**src/rtl/fifo_ctrl_pkg.sv**
```systemverilog
// Shared FIFO-controller definitions: write-arbiter state encoding and UART command bytes.
// The grant state encoding doubles as the one-hot grant vector {src1,src0}.
package fifo_ctrl_pkg;

    typedef enum logic [1:0] {
        IDLE   = 2'b00,
        GRANT0 = 2'b01,
        GRANT1 = 2'b10
    } arb_state_t;

    localparam logic [7:0] CMD_WRITE = 8'h77;
    localparam logic [7:0] CMD_READ  = 8'h72;

    // One-hot pick {src1,src0} to the state that serves it; no pick means IDLE.
    function automatic arb_state_t grant_to_state(input logic [1:0] pick);
        case (pick)
            2'b01:   return GRANT0;
            2'b10:   return GRANT1;
            default: return IDLE;
        endcase
    endfunction

endpackage

```
**src/rtl/fifo_wr_arbiter_if.sv**
```systemverilog
// Producer/FIFO-write handshake bundle for fifo_wr_arbiter.
// master = producers plus FIFO side (drives valids, data, full); slave = the arbiter.
interface fifo_wr_arbiter_if #(
    parameter int DATA_BITS = 8
);
    logic                 src0_valid_in;
    logic [DATA_BITS-1:0] src0_data_in;
    logic                 src0_ready_out;
    logic                 src1_valid_in;
    logic [DATA_BITS-1:0] src1_data_in;
    logic                 src1_ready_out;
    logic                 fifo_full_in;
    logic                 fifo_wr_en;
    logic [DATA_BITS-1:0] fifo_wr_data_out;
    logic [1:0]           grant_out;

    modport master (
        output src0_valid_in, src0_data_in, src1_valid_in, src1_data_in, fifo_full_in,
        input  src0_ready_out, src1_ready_out, fifo_wr_en, fifo_wr_data_out, grant_out
    );

    modport slave (
        input  src0_valid_in, src0_data_in, src1_valid_in, src1_data_in, fifo_full_in,
        output src0_ready_out, src1_ready_out, fifo_wr_en, fifo_wr_data_out, grant_out
    );
endinterface

```
**src/rtl/arb_rr_pick.sv**
```systemverilog
// Two-way round-robin pick: on a tie the source that was NOT served last wins.
// Result is one-hot {src1,src0}; 00 when neither source is valid.
module arb_rr_pick (
    input  logic       v0,
    input  logic       v1,
    input  logic       last_grant,
    output logic [1:0] grant
);
    // NOTE: every output of a combinational block gets a default first, so no path infers a latch.
    always_comb begin
        grant = 2'b00;
        if (v0 && v1) begin
            grant = last_grant ? 2'b01 : 2'b10;
        end else if (v0) begin
            grant = 2'b01;
        end else if (v1) begin
            grant = 2'b10;
        end
    end
endmodule

```
**src/rtl/fifo_wr_arbiter.sv**
```systemverilog
// Round-robin, burst-bounded arbiter sharing the FIFO write port between two producers.
// Define FIFO_WR_ARB_STATS_EN to add 16-bit per-source accepted-beat counters.
module fifo_wr_arbiter
    import fifo_ctrl_pkg::*;
#(
    parameter int DATA_BITS  = 8,
    parameter int MAX_BURST  = 4,
    parameter int BURST_BITS = 3
) (
    input  logic               clk_in,
    input  logic               rst_in,
    fifo_wr_arbiter_if.slave   bus
`ifdef FIFO_WR_ARB_STATS_EN
    ,
    output logic [15:0]        src0_count_out,
    output logic [15:0]        src1_count_out
`endif
);

    localparam logic [BURST_BITS-1:0] BURST_LAST = BURST_BITS'(MAX_BURST - 1);

    arb_state_t            state, state_nxt;
    logic [BURST_BITS-1:0] burst_cnt, burst_nxt;
    logic                  last_grant, last_nxt;

    logic                  cur_src;
    logic                  granted_valid;
    logic                  pick_last;
    logic [1:0]            pick;
    logic [DATA_BITS-1:0]  wr_data;

    // In a grant state the pick is evaluated as if the current source had just been served,
    // which yields both the end-of-burst hand-over and the release-on-idle decision.
    assign cur_src       = (state == GRANT1);
    assign granted_valid = cur_src ? bus.src1_valid_in : bus.src0_valid_in;
    assign pick_last     = (state == IDLE) ? last_grant : cur_src;

    arb_rr_pick u_pick (
        .v0         (bus.src0_valid_in),
        .v1         (bus.src1_valid_in),
        .last_grant (pick_last),
        .grant      (pick)
    );

    // NOTE: sequential state uses non-blocking assignments so every register samples pre-edge values.
    always_ff @(posedge clk_in or posedge rst_in) begin
        if (rst_in) begin
            state      <= IDLE;
            burst_cnt  <= '0;
            last_grant <= 1'b1;
        end else begin
            state      <= state_nxt;
            burst_cnt  <= burst_nxt;
            last_grant <= last_nxt;
        end
    end

    always_comb begin
        state_nxt = state;
        burst_nxt = burst_cnt;
        last_nxt  = last_grant;
        case (state)
            IDLE: state_nxt = grant_to_state(pick);
            GRANT0, GRANT1: begin
                if (!granted_valid) begin
                    burst_nxt = '0;
                    last_nxt  = cur_src;
                    state_nxt = grant_to_state(pick);
                end else if (!bus.fifo_full_in) begin
                    if (burst_cnt == BURST_LAST) begin
                        burst_nxt = '0;
                        last_nxt  = cur_src;
                        state_nxt = grant_to_state(pick);
                    end else begin
                        burst_nxt = burst_cnt + BURST_BITS'(1);
                    end
                end
            end
            default: state_nxt = IDLE;
        endcase
    end

    // Outputs depend on state only (plus same-cycle passthrough), so reset forces them to zero.
    always_comb begin
        bus.src0_ready_out = (state == GRANT0) && !bus.fifo_full_in;
        bus.src1_ready_out = (state == GRANT1) && !bus.fifo_full_in;
        bus.fifo_wr_en     = (bus.src0_ready_out && bus.src0_valid_in) ||
                             (bus.src1_ready_out && bus.src1_valid_in);
        wr_data = '0;
        if (bus.src0_ready_out && bus.src0_valid_in) begin
            wr_data = bus.src0_data_in;
        end else if (bus.src1_ready_out && bus.src1_valid_in) begin
            wr_data = bus.src1_data_in;
        end
        bus.fifo_wr_data_out = wr_data;
        bus.grant_out        = state;
    end

`ifdef FIFO_WR_ARB_STATS_EN
    always_ff @(posedge clk_in or posedge rst_in) begin
        if (rst_in) begin
            src0_count_out <= '0;
            src1_count_out <= '0;
        end else begin
            if (bus.src0_ready_out && bus.src0_valid_in) begin
                src0_count_out <= src0_count_out + 16'd1;
            end
            if (bus.src1_ready_out && bus.src1_valid_in) begin
                src1_count_out <= src1_count_out + 16'd1;
            end
        end
    end
`endif

endmodule

```
**src/flat_wrapper.sv**
```systemverilog
// flat-port wrapper written by rule: the top's interface ports become plain ports
module fifo_wr_arbiter_flat import fifo_ctrl_pkg::*;
#(
    parameter int DATA_BITS  = 8,
    parameter int MAX_BURST  = 4,
    parameter int BURST_BITS = 3
)
  (clk_in, rst_in, bus_src0_valid_in, bus_src0_data_in, bus_src1_valid_in, bus_src1_data_in, bus_fifo_full_in, bus_src0_ready_out, bus_src1_ready_out, bus_fifo_wr_en, bus_fifo_wr_data_out, bus_grant_out);
  fifo_wr_arbiter_if #(.DATA_BITS(DATA_BITS)) bus_i ();
  input  logic clk_in;
  input  logic rst_in;
  input wire logic [$bits(bus_i.src0_valid_in)-1:0] bus_src0_valid_in;
  input wire logic [$bits(bus_i.src0_data_in)-1:0] bus_src0_data_in;
  input wire logic [$bits(bus_i.src1_valid_in)-1:0] bus_src1_valid_in;
  input wire logic [$bits(bus_i.src1_data_in)-1:0] bus_src1_data_in;
  input wire logic [$bits(bus_i.fifo_full_in)-1:0] bus_fifo_full_in;
  output wire logic [$bits(bus_i.src0_ready_out)-1:0] bus_src0_ready_out;
  output wire logic [$bits(bus_i.src1_ready_out)-1:0] bus_src1_ready_out;
  output wire logic [$bits(bus_i.fifo_wr_en)-1:0] bus_fifo_wr_en;
  output wire logic [$bits(bus_i.fifo_wr_data_out)-1:0] bus_fifo_wr_data_out;
  output wire logic [$bits(bus_i.grant_out)-1:0] bus_grant_out;
  assign bus_i.src0_valid_in = bus_src0_valid_in;
  assign bus_i.src0_data_in = bus_src0_data_in;
  assign bus_i.src1_valid_in = bus_src1_valid_in;
  assign bus_i.src1_data_in = bus_src1_data_in;
  assign bus_i.fifo_full_in = bus_fifo_full_in;
  assign bus_src0_ready_out = bus_i.src0_ready_out;
  assign bus_src1_ready_out = bus_i.src1_ready_out;
  assign bus_fifo_wr_en = bus_i.fifo_wr_en;
  assign bus_fifo_wr_data_out = bus_i.fifo_wr_data_out;
  assign bus_grant_out = bus_i.grant_out;
  fifo_wr_arbiter #(.DATA_BITS(DATA_BITS), .MAX_BURST(MAX_BURST), .BURST_BITS(BURST_BITS)) u_core (.clk_in(clk_in), .rst_in(rst_in), .bus(bus_i));
endmodule
```
**config.mk**
```make
export PLATFORM = sky130hd
export DESIGN_NAME = fifo_wr_arbiter_flat
export DESIGN_NICKNAME = d
export VERILOG_FILES = /design/src/rtl/fifo_ctrl_pkg.sv /design/src/rtl/fifo_wr_arbiter_if.sv /design/src/rtl/arb_rr_pick.sv /design/src/rtl/fifo_wr_arbiter.sv /design/src/flat_wrapper.sv
export SDC_FILE = /design/constraint.sdc
export NUM_CORES = 1
export LEC_CHECK = 0
export ABC_AREA = 1
export BUFFER_PORTS_ARGS = -buffer_cell sky130_fd_sc_hd__clkbuf_2
export CORE_UTILIZATION = 42
export DETAILED_ROUTE_END_ITERATION = 7
export PLACE_DENSITY_LB_ADDON = 0.12
export SYNTH_ARGS = -nofsm -noshare
export SYNTH_HDL_FRONTEND = slang
export SYNTH_HIERARCHICAL = 1
export SYNTH_SLANG_ARGS = --single-unit
```
**constraint.sdc**
```tcl
create_clock -name clk_in -period 1.6 [get_ports clk_in]
set_input_delay 0.08 -clock clk_in [delete_from_list [all_inputs] [get_ports clk_in]]
set_output_delay 0.08 -clock clk_in [all_outputs]
set_load 0.01 [all_outputs]
```
==> impl_metrics.ini, run 1 <==
[run_status]
outcome = completed

[synth]
yosysWarnings = 6
seq_area_frac_synth = 0.247
synth_nets = 118
post_synth_num_cell_types = 18
ys_seq_elements = 6
netlist_area_sq_um = 612
synth.avg_cell_area_sq_um = 6.65
postSynthCellCount = 92

[place]
gp_congestion = 0.824
pre_cts_ws_ns = 0.102
dp.cells = 141
io_buffer_count = 33
hpwlAfterDp_um = 1250
placed_cell_area_sq_um = 803

[floorplan]
core_area_sq_um = 1330
die_x_um = 40.2
rows = 13
start_util = 0.459
die_y_um = 40.2
io_pins = 34
dieArea_sq_um = 1610

[detailed_routing]
drtAntennaViolNets = 0
wl_per_cell_um = 10.9
dr.first_iter.drc_count = 17
via_per_inst = 4.96
wirelength_um = 1640
dr_total_vias = 744
drc = 0
first_pass_iters = 4

[clocking]
cts-buffers-inserted = 3
cts.sinks = 6
htreeDepth = 1
clock_latency_ns = 0.24
clock_path_buffers = 2
cts-root-buf = clkbuf_4
clk_pin_slew_ns = 0.05
cts_tree = built

[layout]
antenna_cells = 0
n_fill_cell = 118
stdcell_count = 150
num-nets-final = 162
fin_util = 0.696
finish.instance_area_sq_um = 928
areaGrowthSynthToFinish_pct = 51.7
drive_gt1_frac = 0.519

[global_route]
grt_pass1_vias = 618
grt-ovfl-total = 0
grt_use_total = 0.225
grt_pass1_wl_um = 2370
grt_max_degree = 9
antenna_found_initial = 0

[sta]
tns_ns = 0
skew_ns = 0.00252
grt_setup_unrepaired = yes
period_share = 0.974
drv_slew = 0
fmax_ghz = 0.642
tightestPinTransition_ns = 0.236
slew_headroom = 0.843
setup_slack_ns = 0.0422
hold_viol = 0
holdWs_ns = 0.300
setup_viol = 0
layout_min_cycle_time_ns = 1.56

[critical_path]
crit_arrival_ns = 1.48
critPathKind = flop to output port
end_kind = output port
cp-start-kind = flop
cp.required_ns = 1.52
crit_path_max_fanout = 8

[power]
power.density_nw_per_um2 = 1240
power_mw = 1.15
max-vdd-ir-drop_v = 0.000730
p_leak_nw = 0.539

[flow_run]
max_cap_violations = 0

[hold_path]
min_path_type = input pin to asynchronous set/reset pin
==> layer usage <==
metal,up-vias,global-route usage,share of wire
li1,384,-,-
met3,0,0.111,0.074
met2,30,0.431,0.50
met5,-,0,0
met4,0,0.0172,0
met1,330,0.220,0.42
==> cells in the mapped netlist <==
cell | number | area, sq um
nor2_1 | 4 | 15.0
inv_6 | 1 | 8.76
o21ai_1 | 5 | 25.0
nor3_1 | 1 | 5.00
nand3_2 | 1 | 10.0
inv_2 | 2 | 7.51
inv_1 | 8 | 30.0
nor2_4 | 1 | 11.3
a21oi_1 | 2 | 10.0
nand2_2 | 12 | 75.1
nand2_1 | 24 | 90.1
ha_1 | 5 | 62.6
dfrtp_1 | 5 | 125
nor2_2 | 1 | 6.26
dfstp_2 | 1 | 26.3
nand2_4 | 1 | 11.3
nand3_1 | 17 | 85.1
nand3b_1 | 1 | 7.51
==> registers in the layout (all words and copies together) (netlist names) <==
register,count
u_core/burst_cnt,3
u_core/bus.grant_out,2
u_core/last_grant,1
==> cell type report <==
class,count,area (sq um),area share
multi-input cells,76,467,0.503
repair buffers,38,215,0.232
clock buffers,4,26.3,0.0283
flip-flops and latches,6,153,0.164
inverters,11,48.8,0.0526
well taps,15,18.8,0.0202
==> repair_timing <==
item | in CTS | in global routing
hold endpoints to repair | 6 | 0
pin swaps | 2 | 9
setup buffers | 3 | 0
resized for setup | 11 | 13
hold buffers | 1 | 0
setup endpoints to repair | 8 | 9
gates cloned | 1 | 0
==> cells by family after synthesis <==
kind of cell               share of synthesized area
DFF                                            0.247
and+or+nand+nor                                0.517
adders and majority gates                      0.102
buffers and inverters                         0.0757
AOI/OAI and AO/OA                             0.0573
==> placed cells by master, fill, tap and decap left out, types with 2 or more instances in the layout <==
cell type,count
nand2_2,13
nand3_1,16
ha_4,2
ha_1,3
buf_6,2
o21ai_1,4
buf_2,7
nand2_4,2
dfrtp_1,4
inv_2,5
nand3_2,2
clkbuf_4,3
nand2_1,23
clkbuf_2,25
buf_4,3
inv_1,5
a21oi_1,2
nor2_4,2
nor2_1,4
==> report_power, final <==
part | switching (mW) | internal [mW] | total [mW]
Combinational | 0.439 | 0.312 | 0.751
Clock | 0.0562 | 0.0946 | 0.151
Sequential | 0.0407 | 0.212 | 0.253
==> path summary, 6_finish.rpt <==
| check | from | cells past startpoint | slack, ns | to |
|---|---|---|---|---|
| min in group clk_in | bus_fifo_full_in | 4 | 0.30 | u_core/last_grant$_DFFE_PP1P_ |
| worst max register to register | u_core/bus.grant_out[1]$_DFFE_PP0P_ | 9 | 0.18 | u_core/bus.grant_out[1]$_DFFE_PP0P_ |
| worst max-delay path | u_core/bus.grant_out[0]$_DFFE_PP0P_ | 9 | 0.04 | bus_fifo_wr_data_out[1] |
| worst min-delay path | rst_in | 3 | 0.30 | u_core/burst_cnt[0]$_DFFE_PP0P_ |
| max in group asynchronous | rst_in | 3 | 1.05 | u_core/last_grant$_DFFE_PP1P_ |
| worst min register to register | u_core/last_grant$_DFFE_PP1P_ | 2 | 0.49 | u_core/last_grant$_DFFE_PP1P_ |
==> critical path, cell delays in order, from the launching register on <==
cell and delay [ns]:
dfrtp_1 0.38, buf_6 0.12, ha_4 0.12, inv_2 0.04, nor2_4 0.14, nand2_4 0.12
inv_8 0.10, nand2_2 0.04, nand2_1 0.05, buf_2 0.12
(Power assumes the default switching activity.)
==> run 2: changes to the inputs <==
--- a/config.mk
+++ b/config.mk
@@ -7,8 +7,10 @@
 export LEC_CHECK = 0
 export ABC_AREA = 1
 export BUFFER_PORTS_ARGS = -buffer_cell sky130_fd_sc_hd__clkbuf_2
-export CORE_UTILIZATION = 42
+export CORE_UTILIZATION = 45
+export CTS_BUF_LIST = sky130_fd_sc_hd__clkbuf_2 sky130_fd_sc_hd__clkbuf_4 sky130_fd_sc_hd__clkbuf_8
 export DETAILED_ROUTE_END_ITERATION = 7
+export GPL_TIMING_DRIVEN = 1
 export PLACE_DENSITY_LB_ADDON = 0.12
 export SYNTH_ARGS = -nofsm -noshare
 export SYNTH_HDL_FRONTEND = slang
==> run 2 against run 1 <==
Clock skew increased by 0.0031 ns; global-route usage increased by 1.0 points; sequential power is essentially flat; sequential cell count did not move; critical path depth fell by 2; via count shrank 1.1%; setup slack got worse by 0.022 ns; combinational power grew 3.9%; count of clock-buffer cells in the layout stayed put; cell count down 0.67%; non-clock buffer count is the same; clock power grew 6%; critical endpoint is now bus_fifo_wr_data_out[5]; highest routed layer unchanged.
==> impl_metrics.ini, run 2 (synthesis gave the netlist of run 1 again) <==
[layout]
n_fill_cell = 104
areaGrowthSynthToFinish_pct = 52.4
largest_register = u_core/burst_cnt
num-nets-final = 162
antenna_cells = 0
final_cell_mix = clkbuf_2, nand2_1, nand3_1
drive_gt1_frac = 0.526
largest_reg_flops = 3
final_common_cell = clkbuf_2

[detailed_routing]
first_pass_iters = 4
dr.first_iter.drc_count = 14
wl_per_cell_um = 11.2
drtAntennaViolNets = 0
wirelength_um = 1670
dr_total_vias = 736
via_per_inst = 4.94
drc = 0

[sta]
tightestPinTransition_ns = 0.237
hold_viol = 0
fmax_ghz = 0.633
setup_viol = 0
layout_min_cycle_time_ns = 1.58
tns_ns = 0
skew_ns = 0.00560
drv_slew = 0
period_share = 0.987
grt_setup_unrepaired = yes
slew_headroom = 0.842

[run_status]
outcome = completed

[clocking]
cts_tree = built
htreeDepth = 1
clk_pin_slew_ns = 0.05
clock_latency_ns = 0.24
cts-buffers-inserted = 3
clock_path_buffers = 2
cts-root-buf = clkbuf_4
cts.sinks = 6

[floorplan]
die_y_um = 38.9
start_util = 0.516
die_x_um = 38.9
rows = 12
core_area_sq_um = 1190
io_pins = 34
dieArea_sq_um = 1510

[critical_path]
critPathSlowestCell = dfrtp_1
max_stage_delay_ns = 0.41
cp_cell_sequence = buf_6, ha_4, nand2_4, nor2_4, nand3_1, nand2_1, buf_2
crit_arrival_ns = 1.50
cp-start-kind = flop
cp.required_ns = 1.52
critPathKind = flop to output port
end_kind = output port
crit_path_max_fanout = 8

[global_route]
grt_pass1_wl_um = 2380
grt_max_degree = 9
grt_pass1_vias = 603
grt_use_total = 0.235
grt-ovfl-total = 0
antenna_found_initial = 0

[place]
gp_congestion = 0.759
io_buffer_count = 33
hpwlAfterDp_um = 1270

[power]
power_mw = 1.19
p_leak_nw = 0.544
power.density_nw_per_um2 = 1280
max-vdd-ir-drop_v = 0.00100

[hold_path]
min_path_type = input pin to asynchronous set/reset pin

[flow_run]
max_cap_violations = 0
## run 2: changes by cell type in the layout (fill, tap and decap cells not counted)
| cell | previous run | this run |
|---|---|---|
| a21oi_1 | 2 | 1 |
| a21oi_2 | 0 | 1 |
| buf_6 | 2 | 1 |
| clkbuf_1 | 1 | 0 |
| clkbuf_2 | 25 | 26 |
| clkbuf_4 | 3 | 4 |
| dfrtp_1 | 4 | 5 |
| dfrtp_2 | 1 | 0 |
| inv_2 | 5 | 4 |
| inv_4 | 0 | 1 |
| nand2_1 | 23 | 24 |
| nand2_2 | 13 | 12 |
| nor3_1 | 1 | 0 |
| nor3_2 | 0 | 1 |
## run 2: what timing repair did
item                                   CTS  global route
gates cloned                             1             0
pin swaps                                2             6
gates resized for setup                  6            17
buffers inserted                         2             1
endpoints found under the hold margin    6             0
setup endpoints to repair                8            10
hold buffers                             1             0
## run 2: path summary, 6_finish.rpt
path | from | end | slack, ns | cells past startpoint
max in group asynchronous | rst_in | u_core/last_grant$_DFFE_PP1P_ | 1.06 | 3
max | u_core/bus.grant_out[1]$_DFFE_PP0P_ | bus_fifo_wr_data_out[5] | 0.02 | 7
max reg2reg | u_core/bus.grant_out[1]$_DFFE_PP0P_ | u_core/bus.grant_out[0]$_DFFE_PP0P_ | 0.13 | 10
min | rst_in | u_core/burst_cnt[1]$_DFFE_PP0P_ | 0.28 | 3
min reg2reg | u_core/burst_cnt[1]$_DFFE_PP0P_ | u_core/burst_cnt[1]$_DFFE_PP0P_ | 0.50 | 2
min in group clk_in | bus_src1_valid_in | u_core/burst_cnt[2]$_DFFE_PP0P_ | 0.34 | 5
## run 2: cell type report
cell class              count  area (sq um)  area share
clock buffers               4          30.0      0.0322
inverters                  11          51.3      0.0550
multi-input cells          76           473       0.507
flip-flops and latches      6           151       0.162
well taps                  14          17.5      0.0188
repair buffers             38           209       0.224
## run 2: worst max-delay path: cells and delay by family, from the launching register on
family / cells / cell delay (ns)
adders and majority gates: 1 / 0.15
and+or+nand+nor: 4 / 0.46
DFF: 1 / 0.41
buffers and inverters: 2 / 0.25
## run 2: routing by layer
layer,GRT usage,share of wire
met5,0,0
met1,0.249,0.43
met3,0.0347,0.044
met2,0.446,0.53
met4,0.103,0
## run 2: stage by stage
stage | worst slack (ns) | hold slack [ns] | util | std cells | instance area [sq um]
after floorplan | 0.148 | -0.130 | - | 92 | 612
after global placement | 0.183 | -0.0198 | 0.676 | 140 | 802
after detailed placement | 0.113 | -0.0164 | 0.676 | 140 | 802
after CTS | 0.0122 | 0.284 | 0.749 | 148 | 888
after global routing | -0.0533 | 0.307 | 0.786 | 149 | 932
final | 0.0200 | 0.283 | 0.786 | 149 | 932
## run 2: report_power, final
| group | total (mW) | leakage, nW | internal (mW) | switching, mW |
|---|---|---|---|---|
| Clock | 0.160 | 0.0184 | 0.111 | 0.0493 |
| Combinational | 0.780 | 0.449 | 0.318 | 0.462 |
| Sequential | 0.253 | 0.0768 | 0.210 | 0.0426 |
| Total | 1.19 | 0.544 | 0.639 | 0.554 |
==> run 3: changes to the inputs <==
--- a/config.mk
+++ b/config.mk
@@ -6,13 +6,15 @@
 export NUM_CORES = 1
 export LEC_CHECK = 0
 export ABC_AREA = 1
-export BUFFER_PORTS_ARGS = -buffer_cell sky130_fd_sc_hd__clkbuf_2
+export BUFFER_PORTS_ARGS = -buffer_cell sky130_fd_sc_hd__buf_2
 export CORE_UTILIZATION = 45
 export CTS_BUF_LIST = sky130_fd_sc_hd__clkbuf_2 sky130_fd_sc_hd__clkbuf_4 sky130_fd_sc_hd__clkbuf_8
 export DETAILED_ROUTE_END_ITERATION = 7
+export GPL_ROUTABILITY_DRIVEN = 0
 export GPL_TIMING_DRIVEN = 1
 export PLACE_DENSITY_LB_ADDON = 0.12
 export SYNTH_ARGS = -nofsm -noshare
 export SYNTH_HDL_FRONTEND = slang
 export SYNTH_HIERARCHICAL = 1
 export SYNTH_SLANG_ARGS = --single-unit
+export TNS_END_PERCENT = 10
==> run 3 against run 2 <==
Cell count rose by 0.67%; register-to-register slack got worse by 0.03 ns; critical endpoint is now bus_fifo_wr_data_out[0]; final area fell by 1.3%; routed wire length rose by 1.5%; non-clock buffer count rose by 1; clock skew rose by 0.0044 ns; sequential cell count did not move; setup slack improved by 0.023 ns; sequential share of layout area rose by 0.36 points.
==> impl_metrics.ini, run 3 (synthesis gave the netlist of run 1 again) <==
[run_status]
outcome = completed

[power]
p_leak_nw = 0.536
max-vdd-ir-drop_v = 0.00109
power.density_nw_per_um2 = 1290

[critical_path]
critPathSlowestCell = dfrtp_2
crit_path_max_fanout = 8
critPathKind = flop to output port
max_stage_delay_ns = 0.42
cp.required_ns = 1.52
cp_common_cell = inv_2
cp_cell_sequence = inv_2, ha_4, inv_2, nor2_4, nand2_4, inv_8, nand2_2, nand2_1, buf_2
end_kind = output port
r2r_cells = 11
r2r_setup_slack_ns = 0.10
cpLargestDelayFamily = flip-flops
crit_arrival_ns = 1.48
r2r_end = u_core/bus.grant_out[1]$_DFFE_PP0P_
cp_num_buf_inv = 4
cp-start-kind = flop
timing.rr.start = u_core/bus.grant_out[1]$_DFFE_PP0P_

[detailed_routing]
drc = 0
dr.first_iter.drc_count = 14
via_per_inst = 4.83
wirelength_um = 1700
dr_total_vias = 724
first_pass_iters = 4
wl_per_cell_um = 11.3
drtAntennaViolNets = 0

[floorplan]
die_x_um = 38.9
rows = 12
core_area_sq_um = 1190
die_y_um = 38.9
start_util = 0.516
dieArea_sq_um = 1510
io_pins = 34

[layout]
drive_gt1_frac = 0.515
n_fill_cell = 99
final_common_cell = buf_2
stdcell_count = 150
num-nets-final = 163
largest_reg_flops = 3
final_cell_mix = buf_2, nand2_1, nand3_1
areaGrowthSynthToFinish_pct = 50.3
largest_register = u_core/burst_cnt
antenna_cells = 0

[global_route]
grt_pass1_wl_um = 2200
grt_max_degree = 11
antenna_found_initial = 0
grt-ovfl-total = 0
grt_pass1_vias = 531
grt_use_total = 0.209

[place]
pre_cts_ws_ns = 0.136
io_buffer_count = 33
dp.cells = 140
hpwlAfterDp_um = 1180

[clocking]
cts-root-buf = clkbuf_4
clk_pin_slew_ns = 0.05
clock_latency_ns = 0.24
cts.sinks = 6
htreeDepth = 1
clock_path_buffers = 2
cts-buffers-inserted = 3
cts_tree = built

[sta]
fmax_ghz = 0.642
grt_setup_unrepaired = yes
layout_min_cycle_time_ns = 1.56
setup_slack_ns = 0.0427
skew_ns = 0.00998
hold_viol = 0
period_share = 0.973
tightestPinTransition_ns = 0.230
drv_slew = 0
setup_viol = 0
slew_headroom = 0.846

[hold_path]
min_path_type = input pin to asynchronous set/reset pin

[flow_run]
max_cap_violations = 0
## run 3: how the worst max path moves through the flow
| stage | startpoint | end | cells after the start |
|---|---|---|---|
| floorplan | u_core/bus.grant_out[0]$_DFFE_PP0P_ | u_core/bus.grant_out[0]$_DFFE_PP0P_ | 10 |
| global placement | u_core/bus.grant_out[0]$_DFFE_PP0P_ | u_core/bus.grant_out[0]$_DFFE_PP0P_ | 10 |
| detailed placement | u_core/bus.grant_out[0]$_DFFE_PP0P_ | u_core/bus.grant_out[0]$_DFFE_PP0P_ | 10 |
| CTS | u_core/bus.grant_out[0]$_DFFE_PP0P_ | bus_fifo_wr_data_out[4] | 7 |
| global route | u_core/bus.grant_out[1]$_DFFE_PP0P_ | bus_fifo_wr_data_out[0] | 9 |
| finish | u_core/bus.grant_out[1]$_DFFE_PP0P_ | bus_fifo_wr_data_out[0] | 9 |
## run 3: metal layers
layer / track usage / share of wire
met2: 0.358 / 0.52
met5: 0 / 0
met3: 0.0116 / 0.051
met4: 0.0948 / 0.0065
met1: 0.265 / 0.42
## run 3: repair_timing
action | 4_1_cts | 5_1_grt
cloned | 0 | 1
hold buffers | 1 | 0
endpoints found under the hold margin | 6 | 0
pin swaps | 1 | 4
gates resized for setup | 2 | 10
setup endpoints to repair | 8 | 10
setup buffers | 1 | 3
## run 3: where the power goes
group	leakage, nW	switching [mW]	internal [mW]
clock network	0.0184	0.0577	0.112
logic	0.443	0.445	0.318
registers	0.0755	0.0437	0.212
total	0.536	0.546	0.642
## run 3: worst register-to-register path: stages, from the launching register on
cell and delay, ns:
dfrtp_2 0.42, buf_4 0.15, ha_4 0.17, inv_2 0.08, o21ai_1 0.10, nand3_1 0.10, nand2_1 0.05, inv_1 0.06
nand2_1 0.05, nor2_1 0.09, nand3_1 0.09, nand2_1 0.08
## run 3: area by class of cell
| class | instances | area, sq um | share of cell area |
|---|---|---|---|
| Sequential cell | 6 | 153 | 0.166 |
| Multi-Input combinational cell | 76 | 454 | 0.494 |
| Tap cell | 14 | 17.5 | 0.0190 |
| Clock buffer | 4 | 30.0 | 0.0327 |
| Inverter | 11 | 48.8 | 0.0531 |
| Timing Repair Buffer | 39 | 216 | 0.235 |
## run 3: per-stage QoR
step | hold slack, ns | area, sq um | utilization | TNS, ns | power [mW]
final | 0.290 | 920 | 0.775 | 0 | 1.19
after global routing | 0.309 | 920 | 0.775 | -0.292 | 1.28
after CTS | 0.292 | 857 | 0.723 | 0 | 1.06
after detailed placement | 0.00280 | 802 | 0.676 | 0 | 0.870
after global placement | -0.00150 | 802 | 0.676 | 0 | 0.844
after floorplan | -0.130 | 612 | - | 0 | 0.677
